`src/rtl/multicycle_ctrl.sv`:
```
// multicycle_ctrl: multicycle CPU control FSM with memory wait timeouts, sticky trap and retired-instruction counter
module multicycle_ctrl #(
  parameter int MEM_TIMEOUT = 16
) (
  input  logic        clk,
  input  logic        rst_n,
  input  logic [31:0] instruction,
  input  logic        imem_ack,
  input  logic        dmem_ack,
  output logic        imem_req,
  output logic        ir_wr_en,
  output logic        dmem_req,
  output logic        dmem_we,
  output logic        rg_wr_en,
  output logic        pc_wr_en,
  output logic [2:0]  state,
  output logic        trap,
  output logic [1:0]  trap_cause,
  output logic [31:0] instret
);
  typedef enum logic [2:0] {
    FETCH  = 3'b000,
    DECODE = 3'b001,
    EXEC   = 3'b010,
    MEM    = 3'b011,
    WB     = 3'b100,
    TRAP   = 3'b101
  } state_t;
  localparam logic [7:0] LIMIT = 8'(MEM_TIMEOUT - 1);
  state_t     cur, nxt;
  logic [1:0] cause_nxt;
  logic [7:0] wait_cnt;
  logic [6:0] op;
  logic       legal, is_mem, is_store, waiting, unused_ir;
  assign op        = instruction[6:0];
  assign unused_ir = ^instruction[31:7];
  assign is_store  = op == 7'b0100011;
  assign is_mem    = is_store || op == 7'b0000011;
  assign legal     = is_mem || op == 7'b0110011 || op == 7'b0010011 || op == 7'b0110111 || op == 7'b0010111;
  assign state     = cur;
  assign trap      = cur == TRAP;
  // Requests are forced low while reset is held so nothing is pending across it
  assign imem_req  = rst_n && cur == FETCH;
  assign ir_wr_en  = imem_req && imem_ack;
  assign dmem_req  = rst_n && cur == MEM;
  assign dmem_we   = dmem_req && is_store;
  assign pc_wr_en  = rst_n && cur == WB;
  assign rg_wr_en  = pc_wr_en && !is_store;
  assign waiting   = (imem_req && !imem_ack) || (dmem_req && !dmem_ack);
  always_comb begin
    nxt       = cur;
    cause_nxt = trap_cause;
    case (cur)
      FETCH:  if (imem_ack) nxt = DECODE;
              else if (wait_cnt == LIMIT) begin nxt = TRAP; cause_nxt = 2'b10; end
      DECODE: if (legal) nxt = EXEC;
              else begin nxt = TRAP; cause_nxt = 2'b01; end
      EXEC:   nxt = is_mem ? MEM : WB;
      MEM:    if (dmem_ack) nxt = WB;
              else if (wait_cnt == LIMIT) begin nxt = TRAP; cause_nxt = 2'b11; end
      WB:     nxt = FETCH;
      TRAP:   nxt = TRAP;
      default: begin nxt = TRAP; cause_nxt = 2'b01; end
    endcase
  end
  // FETCH and MEM are only entered from non-waiting states, so the counter is 0 on entry
  always_ff @(posedge clk) begin
    if (!rst_n) begin
      cur        <= FETCH;
      trap_cause <= 2'b00;
      instret    <= '0;
      wait_cnt   <= '0;
    end else begin
      cur        <= nxt;
      trap_cause <= cause_nxt;
      instret    <= instret + 32'(cur == WB);
      wait_cnt   <= waiting ? wait_cnt + 8'd1 : 8'd0;
    end
  end
endmodule

```
`config.mk`:
```
export PLATFORM = sky130hd
export DESIGN_NAME = multicycle_ctrl
export DESIGN_NICKNAME = d
export VERILOG_FILES = /design/src/rtl/multicycle_ctrl.sv
export SDC_FILE = /design/constraint.sdc
export NUM_CORES = 1
export LEC_CHECK = 0
export CAP_MARGIN = 10
export CELL_PAD_IN_SITES_DETAIL_PLACEMENT = 2
export CELL_PAD_IN_SITES_GLOBAL_PLACEMENT = 2
export CORE_MARGIN = 2
export CORE_UTILIZATION = 23
export CTS_CLUSTER_DIAMETER = 150
export CTS_CLUSTER_SIZE = 40
export DETAILED_ROUTE_END_ITERATION = 7
export GPL_TIMING_DRIVEN = 1
export PLACE_DENSITY_LB_ADDON = 0.1
export SLEW_MARGIN = 5
export SYNTH_ARGS = -nofsm -noshare
export SYNTH_HDL_FRONTEND = slang
export SYNTH_SLANG_ARGS = --single-unit
```
`constraint.sdc`:
```
create_clock -name clk -period 2.11 [get_ports clk]
set_input_delay 0.211 -clock clk [delete_from_list [all_inputs] [get_ports clk]]
set_output_delay 0.211 -clock clk [all_outputs]
set_load 0.02 [all_outputs]
```
==> results.md <==
* CP max stage cell: clkdlybuf4s50_1
* Final GP Congestion at 0.6818
* Met1 Use GR at 15.80%
* Core Box Area at 0.009328 mm²
* Fin util at 34.63%
* Total power at 1.743 mW
* Pins over their slew limit at 0
* Reg power frac at 49.9%
* Leak at 1.230 nW
* Final worst setup slack at 0.1110 ns
* Synth cell types at 40
* Setup CP Type: in2out
* FP Rows at 35
* Diodes inserted at 0
* Synth Area per Inst at 8.758 µm²
* R2R Setup Slk at 0.17 ns
* Die area at 0.01047 mm²
* Grt met2 use at 21.96%
* Worst setup startpoint: rst_n
* Via count at 2099
* Mapped Area at 0.002225 mm²
* Required time worst endpoint at 1.90 ns
* Seq/Total Area, Yosys at 40.49%
* Setup TNS at 0 ns
* RSZ-0062 raised after global routing: no
* Clock network power share at 39.4%
* Net Sw Frac at 23.21%
* Vias in the first global route at 2162
* DRC at 0
* Cts-stage hold buffer count at 0
* Clock Path Buffers at 2
* Vias per cell at 4.613
* Cell count of the worst reg-to-reg path at 10
* Reg clk slew, reported paths at 0.09 ns
* Post-Syn Instances at 254
* Cell Pwr Density at 539.5 mW/mm²
* WP buf/inv at 3
* Critical path depth at 5
* Peak VDD IR at 0.0002293 V
* DIE HEIGHT at 102.3 µm
* Fmax at 500.3 MHz
* Buffers on Ports at 54
* Synth Net Count at 293
* Comb pwr share at 10.7%
* Share of cells above drive strength 1 at 13.50%
* Final count of hold timing violations at 0
* Htree depth at 2
* Critical Path Sink Type: output pin
* Warnings from Yosys at 0
* Crit-path cells: clkdlybuf4s50_1, inv_1, nor3_2, and2_1, clkdlybuf4s50_1
* Tcrit/Tclk final at 94.74%
* Dpl hpwl at 4597 µm
* Top_reg_cell synth: dfxtp_1
* GRT Util Overall at 12.64%
* Cell family with most CP delay: buffers and inverters
* Synth Register Bits at 45
* Routed len/inst at 13.34 µm
* CP endpoint: rg_wr_en
* Sw power at 0.4045 mW
* Outcome: complete, no violations
* Top cell by count, worst path: clkdlybuf4s50_1
* Boundary Pins at 80
* GR Overflow Total at 0
* Count leader, synth: dfxtp_1
* Worst skew pair latency at 0.29 ns
* CTS tree: built
* Crit path time final at 1.999 ns
* GR peak layer: met2
* Clock tree sinks at 45
* Die X at 102.3 µm
* Area grow syn2layout at 45.22%
* Ys async rst share at 0%
* Routed Wire Length at 6071 µm
* Met3 Usage GRT at 2.394%
* Initial antenna violation count at 0
* Top post-synthesis cells by count: dfxtp_1, nor2_1, xnor2_1
* First-pass GRT wire length at 10410 µm
* DR pass1 iterations at 4
* Post-DRT Antenna Nets at 0
* Clock skew at 0.01124 ns
* Post-synth EDFFs at 0
* Top cells by area, synth: dfxtp_1, xnor2_1, and2_1, nor2_1, nand3_1
* Max incr delay on CP at 0.60 ns
* Cell taking the most area after synthesis: dfxtp_1
* Final nets at 364
* Max_cap viols at 0
* Dpl ws at -0.04633 ns
* # setup viols final at 0
* Internal at 1.338 mW
* Root buf cell: clkbuf_8
* Crit start category: input port
* Critical path fanouts, max at 3
* Slew @ Worst Pin at 0.3844 ns
* Worst flop-to-flop path endpoint: instret[24]
* Initial Util at 23.85%
* Largest net degree at the start of global routing at 24
* Area fraction of the dominant cell type after synthesis at 40.49%
* Initial DRC count at 26
* Slew HR at 74.18%
* Total CTS buffers at 5
* Hold Path Class: reg2reg
* Post-CTS Setup Bufs at 0
* Worst EP arrival at 1.79 ns
* FF-to-FF Start: state[1]
==> sequential cells by signal, summed over array words and instances (netlist names) <==
signal,count
instret,32
wait_cnt,8
state,3
trap_cause,2
==> cell type report <==
class	instances	area, µm²
repair buffers	73	714.4
inverters	6	22.52
fillers	1034	6097
multi-input cells	194	1313
clock inverters	1	30.03
clock buffers	7	86.33
well taps	129	161.4
flip-flops and latches	45	903.4
==> layout by cell type, fill, tap and decap left out, types with 2 or more instances in the layout <==
| master | Yosys | routed |
|---|---|---|
| nand2_1 | 17 | 17 |
| a21oi_1 | 5 | 5 |
| nor2b_1 | 3 | 3 |
| nor3_2 | 0 | 3 |
| o21ai_0 | 5 | 5 |
| buf_12 | 0 | 2 |
| nor3_4 | 2 | 2 |
| buf_4 | 0 | 17 |
| nand4_1 | 12 | 12 |
| dfxtp_2 | 0 | 2 |
| dfxtp_1 | 45 | 43 |
| o211ai_1 | 3 | 3 |
| clkbuf_8 | 0 | 6 |
| and2_1 | 24 | 24 |
| and3_1 | 6 | 6 |
| xor2_1 | 7 | 7 |
| nor3_1 | 8 | 5 |
| clkdlybuf4s50_1 | 0 | 50 |
| a21boi_0 | 2 | 2 |
| inv_1 | 6 | 6 |
| or3_1 | 3 | 3 |
| nand3_1 | 15 | 15 |
| and4_1 | 2 | 2 |
| xnor2_1 | 28 | 28 |
| nor2_1 | 30 | 29 |
| dlymetal6s2s_1 | 0 | 3 |
==> per-layer routing <==
metal / vias to the layer above / share of wire [%]
li1: 1011 / -
met4: 0 / 0.94
met3: 4 / 3.7
met2: 38 / 51
met1: 1046 / 45
met5: - / 0
==> how the worst min path moves through the flow <==
stage | start | to | slack [ns] | cells past startpoint
after global placement | wait_cnt[0] | wait_cnt[0] | 0.43 | 1
after floorplan | rst_n | state[0] | 0.35 | 2
after detailed placement | wait_cnt[0] | wait_cnt[0] | 0.44 | 1
after CTS | wait_cnt[0] | wait_cnt[0] | 0.46 | 1
after global routing | wait_cnt[0] | wait_cnt[0] | 0.48 | 1
final | wait_cnt[0] | wait_cnt[0] | 0.46 | 1
==> worst register-to-register path: stages, from the launching register on <==
cell      delay, ns
dfxtp_2        0.32
nand2b_4       0.15
nor2_2         0.11
ha_2           0.22
ha_4           0.15
nand3_4        0.11
nor3_4         0.22
buf_12         0.16
nand4_1        0.12
xnor2_1        0.14
and2_1         0.15
==> kinds of logic (layout without fill, tap and decap cells) <==
family / after synthesis / in the layout / synth area share (%)
fa+ha+maj: 3 / 3 / 1.687
simple gates: 136 / 136 / 35.55
flops: 45 / 45 / 40.49
buf+inv: 15 / 87 / 2.644
xor+xnor: 35 / 35 / 13.78
compound gates: 20 / 20 / 5.849
==> power groups by stage <==
stage | Combinational (mW) | Clock, mW | Sequential [mW]
3_3_place_gp | 0.187 | 0 | 0.889
5_1_grt | 0.209 | 0.759 | 0.871
4_1_cts | 0.192 | 0.727 | 0.870
2_1_floorplan | 0.0837 | 0 | 0.902
6_report | 0.186 | 0.688 | 0.869
3_5_place_dp | 0.188 | 0 | 0.889
==> through the flow <==
stage               hold slack (ns)  instance area (µm²)  cells
floorplan                    0.3531                 2281    254
global placement             0.4322                 3090    447
detailed placement           0.4407                 3090    447
CTS                          0.4629                 3216    455
global route                 0.4756                 3231    455
finish                       0.4564                 3231    455
==> repair_timing <==
action | in CTS | in global routing
setup endpoints to repair | 4 | 6
gates resized for setup | 3 | 5
gates cloned | 0 | 0
pin swaps | 0 | 2
No activity file was read; power rests on OpenSTA's default activity.
